==> config.mk <==
export PLATFORM = sky130hd
export DESIGN_NAME = vga_timing_dither_flat
export DESIGN_NICKNAME = d
export VERILOG_FILES = /design/src/rtl/vga_timing_dither_if.sv /design/src/rtl/vga_timing_dither.sv /design/src/flat_wrapper.sv
export SDC_FILE = /design/constraint.sdc
export NUM_CORES = 1
export LEC_CHECK = 0
export BUFFER_PORTS_ARGS = -buffer_cell sky130_fd_sc_hd__buf_2
export CORE_ASPECT_RATIO = 1.4
export CORE_MARGIN = 1.5
export CORE_UTILIZATION = 30
export CTS_BUF_LIST = sky130_fd_sc_hd__clkbuf_8
export DETAILED_ROUTE_END_ITERATION = 8
export GPL_ROUTABILITY_DRIVEN = 0
export PLACE_DENSITY = 0.51
export SETUP_SLACK_MARGIN = 0.2
export SLEW_MARGIN = 20
export SYNTH_ARGS = -nofsm -noshare
export SYNTH_HDL_FRONTEND = slang
export SYNTH_SLANG_ARGS = --single-unit
==> constraint.sdc <==
create_clock -name clk -period 2.28 [get_ports clk]
set_clock_uncertainty 0.1 [all_clocks]
set_input_delay 0.456 -clock clk [delete_from_list [all_inputs] [get_ports clk]]
set_output_delay 0.456 -clock clk [all_outputs]
set_load 0.01 [all_outputs]
==> src/rtl/vga_timing_dither_if.sv <==
// Lab-side pixel bus plus VGA pin bundle; master is the timing generator.
// No handshake: the lab side must answer x/y combinationally; no backpressure.
interface vga_timing_dither_if #(
  parameter int w_x         = 10,
  parameter int w_y         = 10,
  parameter int w_color_in  = 4,
  parameter int w_color_out = 1
);
  logic [w_x-1:0]         x;
  logic [w_y-1:0]         y;
  logic                   pixel_en;
  logic                   frame_start;
  logic [w_color_in-1:0]  red_in;
  logic [w_color_in-1:0]  green_in;
  logic [w_color_in-1:0]  blue_in;
  logic                   vga_hsync;
  logic                   vga_vsync;
  logic                   vga_display_on;
  logic [w_color_out-1:0] vga_red;
  logic [w_color_out-1:0] vga_green;
  logic [w_color_out-1:0] vga_blue;

  modport master (
    output x, y, pixel_en, frame_start,
    output vga_hsync, vga_vsync, vga_display_on, vga_red, vga_green, vga_blue,
    input  red_in, green_in, blue_in
  );

  modport slave (
    input  x, y, pixel_en, frame_start,
    input  vga_hsync, vga_vsync, vga_display_on, vga_red, vga_green, vga_blue,
    output red_in, green_in, blue_in
  );
endinterface

==> src/rtl/vga_timing_dither.sv <==
// VGA timing generator with 2x2 ordered-dither colour reduction; pins lag x/y by
// one pixel period. Free-running, no backpressure.
module vga_timing_dither #(
  parameter int clk_mhz          = 50,
  parameter int pixel_mhz        = 25,
  parameter int h_active         = 640,
  parameter int h_front          = 16,
  parameter int h_sync           = 96,
  parameter int h_back           = 48,
  parameter int v_active         = 480,
  parameter int v_front          = 10,
  parameter int v_sync           = 2,
  parameter int v_back           = 33,
  parameter int sync_active_high = 0,
  parameter int w_color_in       = 4,
  parameter int w_color_out      = 1,
  parameter int w_x              = $clog2(h_active + h_front + h_sync + h_back),
  parameter int w_y              = $clog2(v_active + v_front + v_sync + v_back)
) (
  input  logic                clk,
  input  logic                rst,
  vga_timing_dither_if.master bus
);

  localparam int h_total = h_active + h_front + h_sync + h_back;
  localparam int v_total = v_active + v_front + v_sync + v_back;
  localparam int div     = clk_mhz / pixel_mhz;
  localparam int w_div   = (div > 1) ? $clog2(div) : 1;
  localparam int shift   = w_color_in - w_color_out;
  localparam int hs_lo   = h_active + h_front;
  localparam int hs_hi   = h_active + h_front + h_sync;
  localparam int vs_lo   = v_active + v_front;
  localparam int vs_hi   = v_active + v_front + v_sync;
  // XOR mask for the sync pins; also equals their idle level.
  localparam logic sync_inv = (sync_active_high == 0);

  logic                   pix_en_q;
  logic [w_x-1:0]         hpos;
  logic [w_y-1:0]         vpos;
  logic [31:0]            hpos_w;
  logic [31:0]            vpos_w;
  logic                   h_last;
  logic                   v_last;
  logic                   act0;
  logic                   hs0;
  logic                   vs0;
  logic                   hsync_q;
  logic                   vsync_q;
  logic                   display_on_q;
  logic [w_color_out-1:0] red_q;
  logic [w_color_out-1:0] green_q;
  logic [w_color_out-1:0] blue_q;

  // Strobe is registered, so it rises div clks after reset release.
  generate
    if (div <= 1) begin : g_div_one
      always_ff @(posedge clk) begin
        if (rst) pix_en_q <= 1'b0;
        else     pix_en_q <= 1'b1;
      end
    end else begin : g_div_n
      logic [w_div-1:0] div_cnt;
      always_ff @(posedge clk) begin
        if (rst) begin
          div_cnt  <= '0;
          pix_en_q <= 1'b0;
        end else if (div_cnt == w_div'(div - 1)) begin
          div_cnt  <= '0;
          pix_en_q <= 1'b1;
        end else begin
          div_cnt  <= div_cnt + 1'b1;
          pix_en_q <= 1'b0;
        end
      end
    end
  endgenerate

  assign h_last = (hpos == w_x'(h_total - 1));
  assign v_last = (vpos == w_y'(v_total - 1));

  always_ff @(posedge clk) begin
    if (rst) begin
      hpos <= '0;
      vpos <= '0;
    end else if (pix_en_q) begin
      if (h_last) begin
        hpos <= '0;
        vpos <= v_last ? '0 : vpos + 1'b1;
      end else begin
        hpos <= hpos + 1'b1;
      end
    end
  end

  assign hpos_w = 32'(hpos);
  assign vpos_w = 32'(vpos);

  always_comb begin
    act0 = (hpos_w < h_active) && (vpos_w < v_active);
    hs0  = (hpos_w >= hs_lo) && (hpos_w < hs_hi);
    vs0  = (vpos_w >= vs_lo) && (vpos_w < vs_hi);
  end

  // Bayer 2x2 threshold scaled to the dropped LSBs, added with saturation.
  function automatic logic [w_color_out-1:0] dither(
    input logic [w_color_in-1:0] c,
    input logic                  x0,
    input logic                  y0
  );
    logic [1:0]            b;
    logic [w_color_in:0]   t;
    logic [w_color_in:0]   sum;
    logic [w_color_in-1:0] sat;
    case ({x0, y0})
      2'b00:   b = 2'd0;
      2'b10:   b = 2'd2;
      2'b01:   b = 2'd3;
      default: b = 2'd1;
    endcase
    t   = ((w_color_in + 1)'(b) << shift) >> 2;
    sum = {1'b0, c} + t;
    sat = sum[w_color_in] ? '1 : sum[w_color_in-1:0];
    return sat[w_color_in-1 -: w_color_out];
  endfunction

  always_ff @(posedge clk) begin
    if (rst) begin
      hsync_q      <= sync_inv;
      vsync_q      <= sync_inv;
      display_on_q <= 1'b0;
      red_q        <= '0;
      green_q      <= '0;
      blue_q       <= '0;
    end else if (pix_en_q) begin
      hsync_q      <= hs0 ^ sync_inv;
      vsync_q      <= vs0 ^ sync_inv;
      display_on_q <= act0;
      red_q        <= act0 ? dither(bus.red_in,   hpos[0], vpos[0]) : '0;
      green_q      <= act0 ? dither(bus.green_in, hpos[0], vpos[0]) : '0;
      blue_q       <= act0 ? dither(bus.blue_in,  hpos[0], vpos[0]) : '0;
    end
  end

  assign bus.x              = hpos;
  assign bus.y              = vpos;
  assign bus.pixel_en       = pix_en_q;
  assign bus.frame_start    = pix_en_q && h_last && v_last;
  assign bus.vga_hsync      = hsync_q;
  assign bus.vga_vsync      = vsync_q;
  assign bus.vga_display_on = display_on_q;
  assign bus.vga_red        = red_q;
  assign bus.vga_green      = green_q;
  assign bus.vga_blue       = blue_q;

endmodule

==> src/flat_wrapper.sv <==
// flat-port wrapper written by rule: the top's interface ports become plain ports
module vga_timing_dither_flat 
#(
  parameter int clk_mhz          = 50,
  parameter int pixel_mhz        = 25,
  parameter int h_active         = 640,
  parameter int h_front          = 16,
  parameter int h_sync           = 96,
  parameter int h_back           = 48,
  parameter int v_active         = 480,
  parameter int v_front          = 10,
  parameter int v_sync           = 2,
  parameter int v_back           = 33,
  parameter int sync_active_high = 0,
  parameter int w_color_in       = 4,
  parameter int w_color_out      = 1,
  parameter int w_x              = $clog2(h_active + h_front + h_sync + h_back),
  parameter int w_y              = $clog2(v_active + v_front + v_sync + v_back)
)
  (clk, rst, bus_x, bus_y, bus_pixel_en, bus_frame_start, bus_vga_hsync, bus_vga_vsync, bus_vga_display_on, bus_vga_red, bus_vga_green, bus_vga_blue, bus_red_in, bus_green_in, bus_blue_in);
  vga_timing_dither_if #(.w_x(w_x), .w_y(w_y), .w_color_in(w_color_in), .w_color_out(w_color_out)) bus_i ();
  input  logic clk;
  input  logic rst;
  output wire logic [$bits(bus_i.x)-1:0] bus_x;
  output wire logic [$bits(bus_i.y)-1:0] bus_y;
  output wire logic [$bits(bus_i.pixel_en)-1:0] bus_pixel_en;
  output wire logic [$bits(bus_i.frame_start)-1:0] bus_frame_start;
  output wire logic [$bits(bus_i.vga_hsync)-1:0] bus_vga_hsync;
  output wire logic [$bits(bus_i.vga_vsync)-1:0] bus_vga_vsync;
  output wire logic [$bits(bus_i.vga_display_on)-1:0] bus_vga_display_on;
  output wire logic [$bits(bus_i.vga_red)-1:0] bus_vga_red;
  output wire logic [$bits(bus_i.vga_green)-1:0] bus_vga_green;
  output wire logic [$bits(bus_i.vga_blue)-1:0] bus_vga_blue;
  input wire logic [$bits(bus_i.red_in)-1:0] bus_red_in;
  input wire logic [$bits(bus_i.green_in)-1:0] bus_green_in;
  input wire logic [$bits(bus_i.blue_in)-1:0] bus_blue_in;
  assign bus_x = bus_i.x;
  assign bus_y = bus_i.y;
  assign bus_pixel_en = bus_i.pixel_en;
  assign bus_frame_start = bus_i.frame_start;
  assign bus_vga_hsync = bus_i.vga_hsync;
  assign bus_vga_vsync = bus_i.vga_vsync;
  assign bus_vga_display_on = bus_i.vga_display_on;
  assign bus_vga_red = bus_i.vga_red;
  assign bus_vga_green = bus_i.vga_green;
  assign bus_vga_blue = bus_i.vga_blue;
  assign bus_i.red_in = bus_red_in;
  assign bus_i.green_in = bus_green_in;
  assign bus_i.blue_in = bus_blue_in;
  vga_timing_dither #(.clk_mhz(clk_mhz), .pixel_mhz(pixel_mhz), .h_active(h_active), .h_front(h_front), .h_sync(h_sync), .h_back(h_back), .v_active(v_active), .v_front(v_front), .v_sync(v_sync), .v_back(v_back), .sync_active_high(sync_active_high), .w_color_in(w_color_in), .w_color_out(w_color_out), .w_x(w_x), .w_y(w_y)) u_core (.clk(clk), .rst(rst), .bus(bus_i));
endmodule
After elaboration in Yosys (flattened, before gate mapping)
Index checks and enable logic that the tools add are counted.
{"block": "word_totals", "register_bits": 28, "output_inout_bits": 28}
{"block": "op_classes", "add_sub_neg": 6, "n_lt_le_gt_ge": 6, "n_eq_ne": 4, "muxes": 12, "bitwise_logic": 2, "reduce_logical": 8}
{"operator": "$add A10 B1 Y10 const B", "count": 2}
{"operator": "$eq A10 B10 Y1 const B", "count": 2}
{"operator": "$lt A10 B10 Y1 const B", "count": 2}
{"operator": "$lt A10 B9 Y1 const B", "count": 2}
{"operator": "$mux W10", "count": 2}
{"operator": "$add A4 B3 Y5", "count": 3}
{"operator": "$mux W4", "count": 3}
{"operator": "$ge A10 B10 Y1 const B", "count": 1}
{"operator": "$ge A10 B9 Y1 const B", "count": 1}
{"operator": "$pmux W2 S3", "count": 1}
{"operator": "$logic_and A1 B1 Y1", "count": 5}
{"operator": "$mux W1", "count": 4}
{"operator": "$mux W2", "count": 2}
{"operator": "$eq A2 B1 Y1 const B", "count": 1}
{"operator": "$eq A2 B2 Y1 const B", "count": 1}
{"operator": "$logic_not A2 Y1", "count": 1}
{"operator": "$not A1 Y1", "count": 2}
{"operator": "$reduce_and A2 Y1", "count": 1}
{"operator": "$reduce_or A2 Y1", "count": 1}
{"operator": "$add A1 B1 Y1 const B", "count": 1}

Longest topological paths before layout
{"block": "logic_depth", "depth_word": 7, "ltp_mapped": 7, "mapped_depth_nobuf": 7}

Worst setup path before layout
Ideal clock, no wire load.
{"block": "synth_timing", "path_kind": "register to register", "startpoint": "register u_core.hpos[0], in the netlist u_core.bus.x[0]", "endpoint": "register u_core.vpos[6], in the netlist u_core.bus.y[6]", "t_arrival_ns": 2.073, "required_ns": 2.109, "setup_slack_ns": 0.036, "path_stages_with_launch": 7, "synth_period_minus_slack_ns": 2.244, "path_cell_list": "dfxtp_1 > ha_1 > nand3_2 > or4_4 > buf_6 > or4_1 > a21oi_1"}
{"block": "synth_between", "elab_chain_len": 2}
{"element": "from (decl)", "line_no": "vga_timing_dither.sv:38", "rtl": "logic [w_x-1:0] hpos;"}
{"element": "from (signal assigned)", "line_no": "vga_timing_dither.sv:90", "rtl": "hpos <= hpos + 1'b1;"}
{"element": "$eq A10 B10 Y1", "line_no": "vga_timing_dither.sv:78", "rtl": "assign h_last = (hpos == w_x'(h_total - 1));"}
{"element": "$reduce_and A2 Y1 (no source line)"}
{"element": "to (signal assigned)", "line_no": "vga_timing_dither.sv:88", "rtl": "vpos <= v_last ? '0 : vpos + 1'b1;"}
{"element": "to (decl)", "line_no": "vga_timing_dither.sv:39", "rtl": "logic [w_y-1:0] vpos;"}
No other way between the ends.
A chain may end at the register's enable or synchronous reset.

Worst setup path in the final report
{"block": "layout_timing", "startpoint": "register u_core.hpos[7], in the netlist u_core.bus.x[7]", "endpoint": "output port bus_frame_start"}
{"block": "layout_between", "elab_chain_len": 3}
{"element": "$eq A10 B10 Y1", "line_no": "vga_timing_dither.sv:78"}
{"element": "$logic_and A1 B1 Y1 (2 in a row)", "line_no": "vga_timing_dither.sv:147", "rtl": "assign bus.frame_start = pix_en_q && h_last && v_last;"}
{"element": "to (decl)", "line_no": "flat_wrapper.sv:27", "rtl": "output wire logic [$bits(bus_i.frame_start)-1:0] bus_frame_start;"}
No other way between the ends.

==> run_results.csv <==
group,metric,value,unit
final_layout,syn2layout_area_growth,30.7,%
floorplan,core_outline_area,4500,um2
timing,hold_viol_final,0,
floorplan,initial_core_util,0.312,
grt,antenna_found_initial,0,
clock_network,clock_tree_from_tritoncts,"built",
power,swShare,0.219,
synth,synth-async-reset-ratio,0,
timing,finalSetupTns,0,ns
timing,maxSlewViolCount,0,
worst_setup_path,crit_path_start_kind,"register",
power,seqPwrFrac,0.576,
timing,tightest_slew,0.484,ns
clock_network,cts_max_path_buffers,2,
grt,grt_overflow_total,0,
synth,synth.yosys.seq_area_share,0.400,
worst_setup_path,r2r_start,"u_core.bus.x[7]",
clock_network,ctsHtreeMaxLevel,1,
synth,postSynthRegisterBits,28,
drt,route.final.wire_length,3300,um
final_layout,layout_commonest_cell,"buf_2",
drt,drt_pass1_iterations,4,
clock_network,tritoncts.num_buffers,3,
grt,grt_first_pass_wirelength,5290,um
placed_design,dp_hpwl,2460,um
floorplan,die_area,5100,um2
power,clock_power_share,0.353,
drt,wl_met2,1680,um
power,cellLeakagePower,0.778,nW
min_path,hp-start,"u_core.g_div_n.div_cnt",
timing,setup_viol,0,
drt,met3_length,139,um
power,peakVddDrop,0.225,mV
timing,rsz0062_at_grt,"true",
worst_setup_path,required,1.72,ns
timing,maxClockFrequency,469,MHz
drt,detail_route.drc_violations,0,
drt,routedLengthMet1,1460,um
timing,finalCritPeriodShare,0.935,
floorplan,io-pin-count,42,
synth,yosys.area_share.xor_xnor,0.0812,
synth,syn_inst,154,
worst_setup_path,timing.critical_path.to_type,"primary output",
final_layout,fraction_of_final_layout_cells_with_drive_strength_greater_than_1,0.360,
power,p_switching,191,uW
synth,postSynth.topFlopCell,"dfxtp_1",
worst_setup_path,timing.reg2reg.setup_slack,0.20,ns
synth,post_synthesis_simple_gate_area_fraction,0.277,
placed_design,numPortBuffers,38,
grt,grt_start_max_net_pins,18,
grt,number_of_global_route_vias_before_repair,1189,
synth,synth_enable_flop_cells,0,
synth,multiplexer_share_of_the_synthesized_area,0.0143,
final_layout,fillers,480,
synth,netlist_area,1400,um2
drt,detail_route.wl_per_cell,12.4,um
worst_setup_path,timing.setup.critical_path_class,"reg -> out",
drt,route.detailed.vias_per_inst,4.73,
synth,combinational_family_with_the_most_area_after_synthesis,"simple AND/OR/NAND/NOR gates",
power,power.internal,679,uW
synth,synth_nets,177,
floorplan,floorplan.rows,29,
worst_setup_path,worstRegToRegCells,5,
timing,timing.max_slew.rel_slack,0.676,
final_layout,post-route-cell-area,1830,um2
floorplan,dieHeight,83.9,um
run_status,status,"finished clean",
final_layout,diodes,0,
final_layout,num-nets-final,227,
power,combPwrFrac,0.072,
worst_setup_path,cp.arrival,1.58,ns
min_path,min_path_type,"reg -> reg",
synth,synthAdderAreaFrac,0.0803,
worst_setup_path,critical_path.max_fanout,7,
power,power.density_cell_area,474,nW/um2
drt,top_layer_used,"met4",
floorplan,die_w,60.8,um
final_layout,mostFrequentLayoutCells,"buf_2, nor2_1, dfxtp_1",
worst_setup_path,reg2reg_to,"u_core.bus.y[7]",
drt,vias,1254,
drt,postRouteAntennaNets,0,
clock_network,insertion_delay,0.27,ns
clock_network,clk_root_buffer_cell,"clkbuf_8",
clock_network,cts_sink_cnt,28,
synth,synth-compound-area-share,0.110,
synth,synth.yosys.warnings,0,
run,max_cap_viol_count,0,
drt,drt_iter0_drc,28,
timing,timing.final.crit_period,2.13,ns
synth,netlist-cell-type-count,38,
min_path,worstHoldEndpoint,"u_core.g_div_n.div_cnt",
grt,track_usage,0.133,
clock_network,clk_pin_slew,0.10,ns
min_path,hold_path_depth,1,
synth,post_synth.cell_area_avg,9.11,um2
placed_design,dpl_cell_area,1690,um2
==> logic make-up after synthesis <==
family,after synthesis
AND/OR/NAND/NOR,68
XOR/XNOR,13
adder cells (fa/ha/maj),9
multiplexers,2
buffers and inverters,12
flip-flops,28
AO/OA/AOI/OAI,22
==> power by group through the flow <==
| stage | clock network [mW] | logic, mW | registers (mW) |
|---|---|---|---|
| 4_1_cts | 0.321 | 0.0633 | 0.501 |
| 2_1_floorplan | 0 | 0.0306 | 0.516 |
| 5_1_grt | 0.341 | 0.0720 | 0.502 |
| 6_report | 0.307 | 0.0623 | 0.501 |
| 3_5_place_dp | 0 | 0.0586 | 0.513 |
| 3_3_place_gp | 0 | 0.0565 | 0.513 |
==> sequential cells by signal, indices dropped and copies added (netlist names) <==
name                       cells
u_core.bus.pixel_en            1
u_core.bus.vga_blue            1
u_core.bus.vga_display_on      1
u_core.bus.vga_green           1
u_core.bus.vga_hsync           1
u_core.bus.vga_red             1
u_core.bus.vga_vsync           1
u_core.bus.x                  10
u_core.bus.y                  10
u_core.g_div_n.div_cnt         1
==> synth_stat cells, types with 2 or more instances <==
| cell | count | share of area |
|---|---|---|
| nand2_1 | 8 | 0.021 |
| o31ai_1 | 3 | 0.016 |
| o21ai_0 | 3 | 0.011 |
| clkbuf_1 | 3 | 0.0080 |
| a311o_1 | 3 | 0.021 |
| mux2i_1 | 2 | 0.014 |
| nor4_1 | 4 | 0.018 |
| inv_1 | 8 | 0.021 |
| a21oi_1 | 6 | 0.021 |
| xor2_1 | 4 | 0.025 |
| a22oi_1 | 3 | 0.016 |
| nand3_1 | 3 | 0.011 |
| ha_1 | 9 | 0.080 |
| xnor2_1 | 9 | 0.056 |
| or2_2 | 2 | 0.0089 |
| o21bai_1 | 2 | 0.011 |
| nor2_1 | 24 | 0.064 |
| nor3_1 | 4 | 0.014 |
| nand4_1 | 5 | 0.022 |
| dfxtp_1 | 28 | 0.40 |
| or4_1 | 4 | 0.021 |
==> layout make-up <==
type                    instances  area [um2]  share of cell area
multi-input cells             114         823               0.449
flip-flops and latches         28         574               0.313
repair buffers                 49         273               0.149
well taps                      62        77.6              0.0423
clock buffers                   4        55.1              0.0300
inverters                       8        30.0              0.0164
==> how the worst max path moves through the flow <==
stage | start | endpoint | slack [ns] | cells after the start
after global routing | u_core.bus.x[1] | bus_frame_start | 0.1 | 5
after CTS | u_core.bus.x[1] | bus_frame_start | 0.07 | 5
final | u_core.bus.x[7] | bus_frame_start | 0.15 | 4
after detailed placement | u_core.bus.x[0] | u_core.bus.y[7] | 0.19 | 5
after floorplan | u_core.bus.x[0] | u_core.bus.y[6] | 0.21 | 6
after global placement | u_core.bus.x[0] | u_core.bus.y[9] | 0.23 | 5
==> critical path, stage by stage, from the launching register on <==
cell and delay, ns:
dfxtp_2 0.36, nand3b_4 0.18, or4_4 0.53, nor2_1 0.09
buf_2 0.13
==> what timing repair did <==
item                       CTS  global route
gates resized for setup      3             8
pin swaps                    4             2
hold buffers                 0             0
setup endpoints to repair    3            17
setup buffers                7             0
==> routing by layer <==
layer,vias to the layer above,track usage
li1,648,-
met1,574,0.159
met2,30,0.237
met3,2,0.0186
met4,0,0.0375
met5,-,0
==> metrics by stage <==
step / std cells / hold WS, ns / total power, mW / util / setup slack, ns
floorplan: 154 / 0.285 / 0.547 / - / 0.206
global placement: 254 / 0.293 / 0.569 / 0.375 / 0.232
detailed placement: 254 / 0.297 / 0.572 / 0.375 / 0.189
CTS: 265 / 0.316 / 0.886 / 0.404 / 0.0693
global route: 265 / 0.346 / 0.915 / 0.407 / 0.0986
finish: 265 / 0.310 / 0.870 / 0.407 / 0.149
Power figures use the tool's default switching activity.
